`src/rtl/sdram_ring_sched.sv`:
```
// Burst scheduler sharing one SDRAM command port between the pipe-in write path
// and the pipe-out read path, with SDRAM managed as one circular buffer.
module sdram_ring_sched #(
    parameter int ADDR_WIDTH = 24,
    parameter int BURST_LOG2 = 8
) (
    input  logic                  sdram_clk,
    input  logic                  a_rst,
    input  logic                  clr,
    input  logic                  read_enable,
    input  logic                  wr_ready,
    input  logic                  rd_ready,
    output logic                  cmd_valid,
    input  logic                  cmd_ready,
    output logic                  cmd_write,
    output logic [ADDR_WIDTH-1:0] cmd_addr,
    input  logic                  done,
    output logic [ADDR_WIDTH:0]   fill,
    output logic                  busy
);

    localparam logic [ADDR_WIDTH:0]   BURST_F  = (ADDR_WIDTH+1)'(1) << BURST_LOG2;
    localparam logic [ADDR_WIDTH:0]   FILL_MAX = ((ADDR_WIDTH+1)'(1) << ADDR_WIDTH) - BURST_F;
    localparam logic [ADDR_WIDTH-1:0] BURST_A  = ADDR_WIDTH'(1) << BURST_LOG2;

    typedef enum logic [1:0] {IDLE, ISSUE, WAIT} state_t;

    state_t                state;
    logic [ADDR_WIDTH-1:0] wr_ptr;
    logic [ADDR_WIDTH-1:0] rd_ptr;
    logic                  last_wr;
    logic                  wr_elig;
    logic                  rd_elig;
    logic                  grant_wr;

    assign wr_elig  = wr_ready && (fill <= FILL_MAX);
    assign rd_elig  = rd_ready && read_enable && (fill >= BURST_F);
    // Contested grants go to read only when the previous grant was a write.
    assign grant_wr = wr_elig && !(rd_elig && last_wr);

    always_ff @(posedge sdram_clk or posedge a_rst) begin
        if (a_rst) begin
            state     <= IDLE;
            cmd_valid <= 1'b0;
            cmd_write <= 1'b0;
            cmd_addr  <= '0;
            wr_ptr    <= '0;
            rd_ptr    <= '0;
            fill      <= '0;
            busy      <= 1'b0;
            last_wr   <= 1'b0;
        end else begin
            case (state)
                IDLE: begin
                    if (clr) begin
                        wr_ptr <= '0;
                        rd_ptr <= '0;
                        fill   <= '0;
                    end else if (wr_elig || rd_elig) begin
                        cmd_write <= grant_wr;
                        cmd_addr  <= grant_wr ? wr_ptr : rd_ptr;
                        last_wr   <= grant_wr;
                        cmd_valid <= 1'b1;
                        busy      <= 1'b1;
                        state     <= ISSUE;
                    end
                end
                ISSUE: begin
                    if (cmd_ready) begin
                        cmd_valid <= 1'b0;
                        state     <= WAIT;
                    end
                end
                WAIT: begin
                    // Ring bookkeeping commits only once the controller reports completion.
                    if (done) begin
                        if (cmd_write) begin
                            wr_ptr <= wr_ptr + BURST_A;
                            fill   <= fill + BURST_F;
                        end else begin
                            rd_ptr <= rd_ptr + BURST_A;
                            fill   <= fill - BURST_F;
                        end
                        busy  <= 1'b0;
                        state <= IDLE;
                    end
                end
                default: state <= IDLE;
            endcase
        end
    end

endmodule

```
`config.mk`:
```
export PLATFORM = sky130hd
export DESIGN_NAME = sdram_ring_sched
export DESIGN_NICKNAME = d
export VERILOG_FILES = /design/src/rtl/sdram_ring_sched.sv
export SDC_FILE = /design/constraint.sdc
export NUM_CORES = 1
export LEC_CHECK = 0
export CORE_UTILIZATION = 37
export CTS_BUF_LIST = sky130_fd_sc_hd__clkbuf_8
export DETAILED_ROUTE_END_ITERATION = 12
export GPL_TIMING_DRIVEN = 0
export SLEW_MARGIN = 20
export SYNTH_ARGS = -nofsm -noshare
export SYNTH_HDL_FRONTEND = slang
export SYNTH_SLANG_ARGS = --single-unit
```
`constraint.sdc`:
```
create_clock -name sdram_clk -period 2.8 [get_ports sdram_clk]
set_input_delay 0.42 -clock sdram_clk [delete_from_list [all_inputs] [get_ports sdram_clk]]
set_output_delay 0.42 -clock sdram_clk [all_outputs]
set_load 0.02 [all_outputs]
```
==> flow_summary.ini <==
[outcome]
status = finished, final reports clean

[clock_network]
cts_tree = yes
clock-sinks = 70
cts_buffer_depth = 2
cts-root-buf = clkbuf_8
cts.clk_slew.worst_paths_ps = 70
numCtsBuffers = 9
htreeDepth = 3
clock_latency_ps = 350
cts_hold_buffers = 0

[floorplan]
dieArea_um2 = 11300
die-height_um = 106
design.core.area_um2 = 10400
start_util_pct = 38.6
rows = 37
die_x_um = 106
ios = 60

[timing]
worst_slack_ps = 185
fin_hold_ws_ps = 442
relSlewSlack_pct = 46.4
max_slew.worst_pin.slew_ps = 796
setup_viol = 0
rsz0062_at_grt = no
fin_crit_ps = 2620
fmax_ghz = 0.382
hold_viol = 0
period_share_pct = 93.4
finalMaxSlewViolations = 0
finClkSkew_ps = 11.1

[setup_path]
cp_data_arrival_time_ps = 2890
crit_chain = ha_1 > or4_1 > o211a_1 > clkbuf_1 > or2_1 > buf_6 > buf_8 > a31oi_1
crit_type = reg2reg
cp_num_cells = 8
start_kind = flop
startpoint = fill[8]
reg2reg_depth = 8
required_ps = 3070
cp_slowest_cell = or4_1
crit_family = simple AND/OR/NAND/NOR gates
endpoint_kind = flop
r2r-start = fill[8]
critPathMaxStageDelay_ps = 590
crit_buf_inv = 3
crit_fanout = 10

[route]
drt-total-wl_um = 10400
drt_iter0_markers = 173
viasPerCell = 5.38
drc = 0
firstDrtPassIters = 4
wl_per_cell_um = 15.8
vias = 3541
ant_nets = 0

[yosys]
synth.distinct_cells = 57
synth_top_area_share_pct = 43.6
synth_edf_count = 0
async_flop_share_pct = 100
syn_area_per_cell_um2 = 8.99
synth_seq_area_share_pct = 43.6
synth_seq_cells = 70
ys_top_cells_by_area = dfrtp_1 (44%), xor2_1 (4.4%), nor2_1 (4.2%)
netlist_instances = 447
synth_warnings = 0
synth_top_flop_cell = dfrtp_1
netlist_area_um2 = 4020
yosysTopAreaCell = dfrtp_1

[placement]
placed_area_um2 = 4700
gp_congestion = 0.859
dp_hpwl_um = 7790
dpl_worst_slack_ps = -229
portBuffers = 43

[pwr]
irDropWorstVdd_v = 0.000316
powerDensity_nw_per_um2 = 962
p_leak_nw = 1.99

[global_route]
track_usage_pct = 19.6
grt_max_degree = 37
antenna_found_initial = 0
gr-total-overflow = 0
grt_pass1_wl_um = 17000
grt_pass1_vias = 3227

[finish]
utilization_pct = 46.9
nFillCells = 1038
fin_nets = 530
synthToLayoutAreaGrowth_pct = 21.6
n_antenna_cell = 0
finalInstanceArea_um2 = 4880
layout-drive-gt1-share_pct = 9.39

[run]
max_cap_viol_count = 0

[worst_hold_path]
hp-class = in2async
## where the power goes
group	switching [mW]	internal, mW	total, mW
logic	1.39	1.01	2.40
clock network	0.396	0.342	0.738
registers	0.278	1.28	1.56
total	2.07	2.63	4.70
## logic make-up (layout without fill, tap and decap cells)
kind of cell	after synthesis	after routing	synth area share, %
simple gates	186	186	24.0
compound gates	92	92	14.9
flops	70	70	43.6
buf+inv	56	116	7.69
xor+xnor	35	35	7.63
fa+ha+maj	5	5	1.56
mux	2	2	0.529
other cells	1	16	0.0933
## registers in the layout, summed over array words and instances (netlist names)
| signal | flops |
|---|---|
| last_wr | 1 |
| wr_ptr | 16 |
| cmd_valid | 1 |
| busy | 1 |
| rd_ptr | 16 |
| state | 2 |
| cmd_addr | 16 |
| fill | 17 |
## worst paths after layout
kind	end	slack [ps]
worst min register to register	cmd_valid	520
max in group asynchronous	cmd_addr[8]	1810
min in group sdram_clk	cmd_valid	520
worst min-delay path	fill[10]	440
worst max-delay path	cmd_addr[23]	180
worst max register to register	cmd_addr[23]	180
## cell usage in the layout (no fill, tap or decap), types with 5 or more instances in the layout
cell type	n
clkdlybuf4s50_1	43
and3_1	9
conb_1	16
buf_4	16
or3_1	11
xor2_1	20
a31oi_1	18
nand3_1	32
ha_1	5
nor3_1	26
xnor2_1	15
nand2_1	14
a21oi_1	11
a211oi_1	5
nor2_1	45
o21ai_0	32
nand4_1	18
dfrtp_1	70
clkbuf_1	22
nor4_1	7
inv_1	9
or4_1	6
clkbuf_8	10
## timing repair
action | 4_1_cts | 5_1_grt
resized for setup | 0 | 2
endpoints found under the hold margin | 0 | 0
buffers inserted | 0 | 0
setup endpoints to repair | 0 | 9
## cell usage after synthesis (5+ instances only)
cell type,number
nor3_1,26
xor2_1,20
dfrtp_1,70
nand3_1,32
or4_1,6
clkbuf_1,22
a21oi_1,11
buf_4,16
a31oi_1,18
a211oi_1,5
nand2_1,14
nor4_1,7
or3_1,11
o21ai_0,32
and3_1,9
xnor2_1,15
nand4_1,18
ha_1,5
inv_1,9
nor2_1,45
## layout make-up
| type | count | area [um2] | share of cell area [%] |
|---|---|---|---|
| inverters | 10 | 40.0 | 0.820 |
| repair buffers | 44 | 450 | 9.22 |
| clock inverters | 6 | 38.8 | 0.794 |
| well taps | 136 | 170 | 3.48 |
| flip-flops and latches | 70 | 1750 | 35.9 |
| clock buffers | 10 | 138 | 2.82 |
| plain buffers | 46 | 272 | 5.56 |
| multi-input cells | 336 | 2020 | 41.4 |
## layer usage
layer / share of wire [%] / GRT usage (%) / wire length, um
met1: 49 / 27.6 / 5060
met3: 3.5 / 2.70 / 364
met2: 46 / 30.1 / 4770
met5: 0 / 0 / 0
met4: 1.8 / 8.23 / 189
## metrics by stage
step	std cells	setup TNS [ps]	total power, mW
floorplan	462	0	3.06
global placement	641	-48560	3.93
detailed placement	642	-229	3.96
CTS	658	0	4.72
global route	658	0	5.03
finish	658	0	4.70
(Power assumes the default switching activity.)
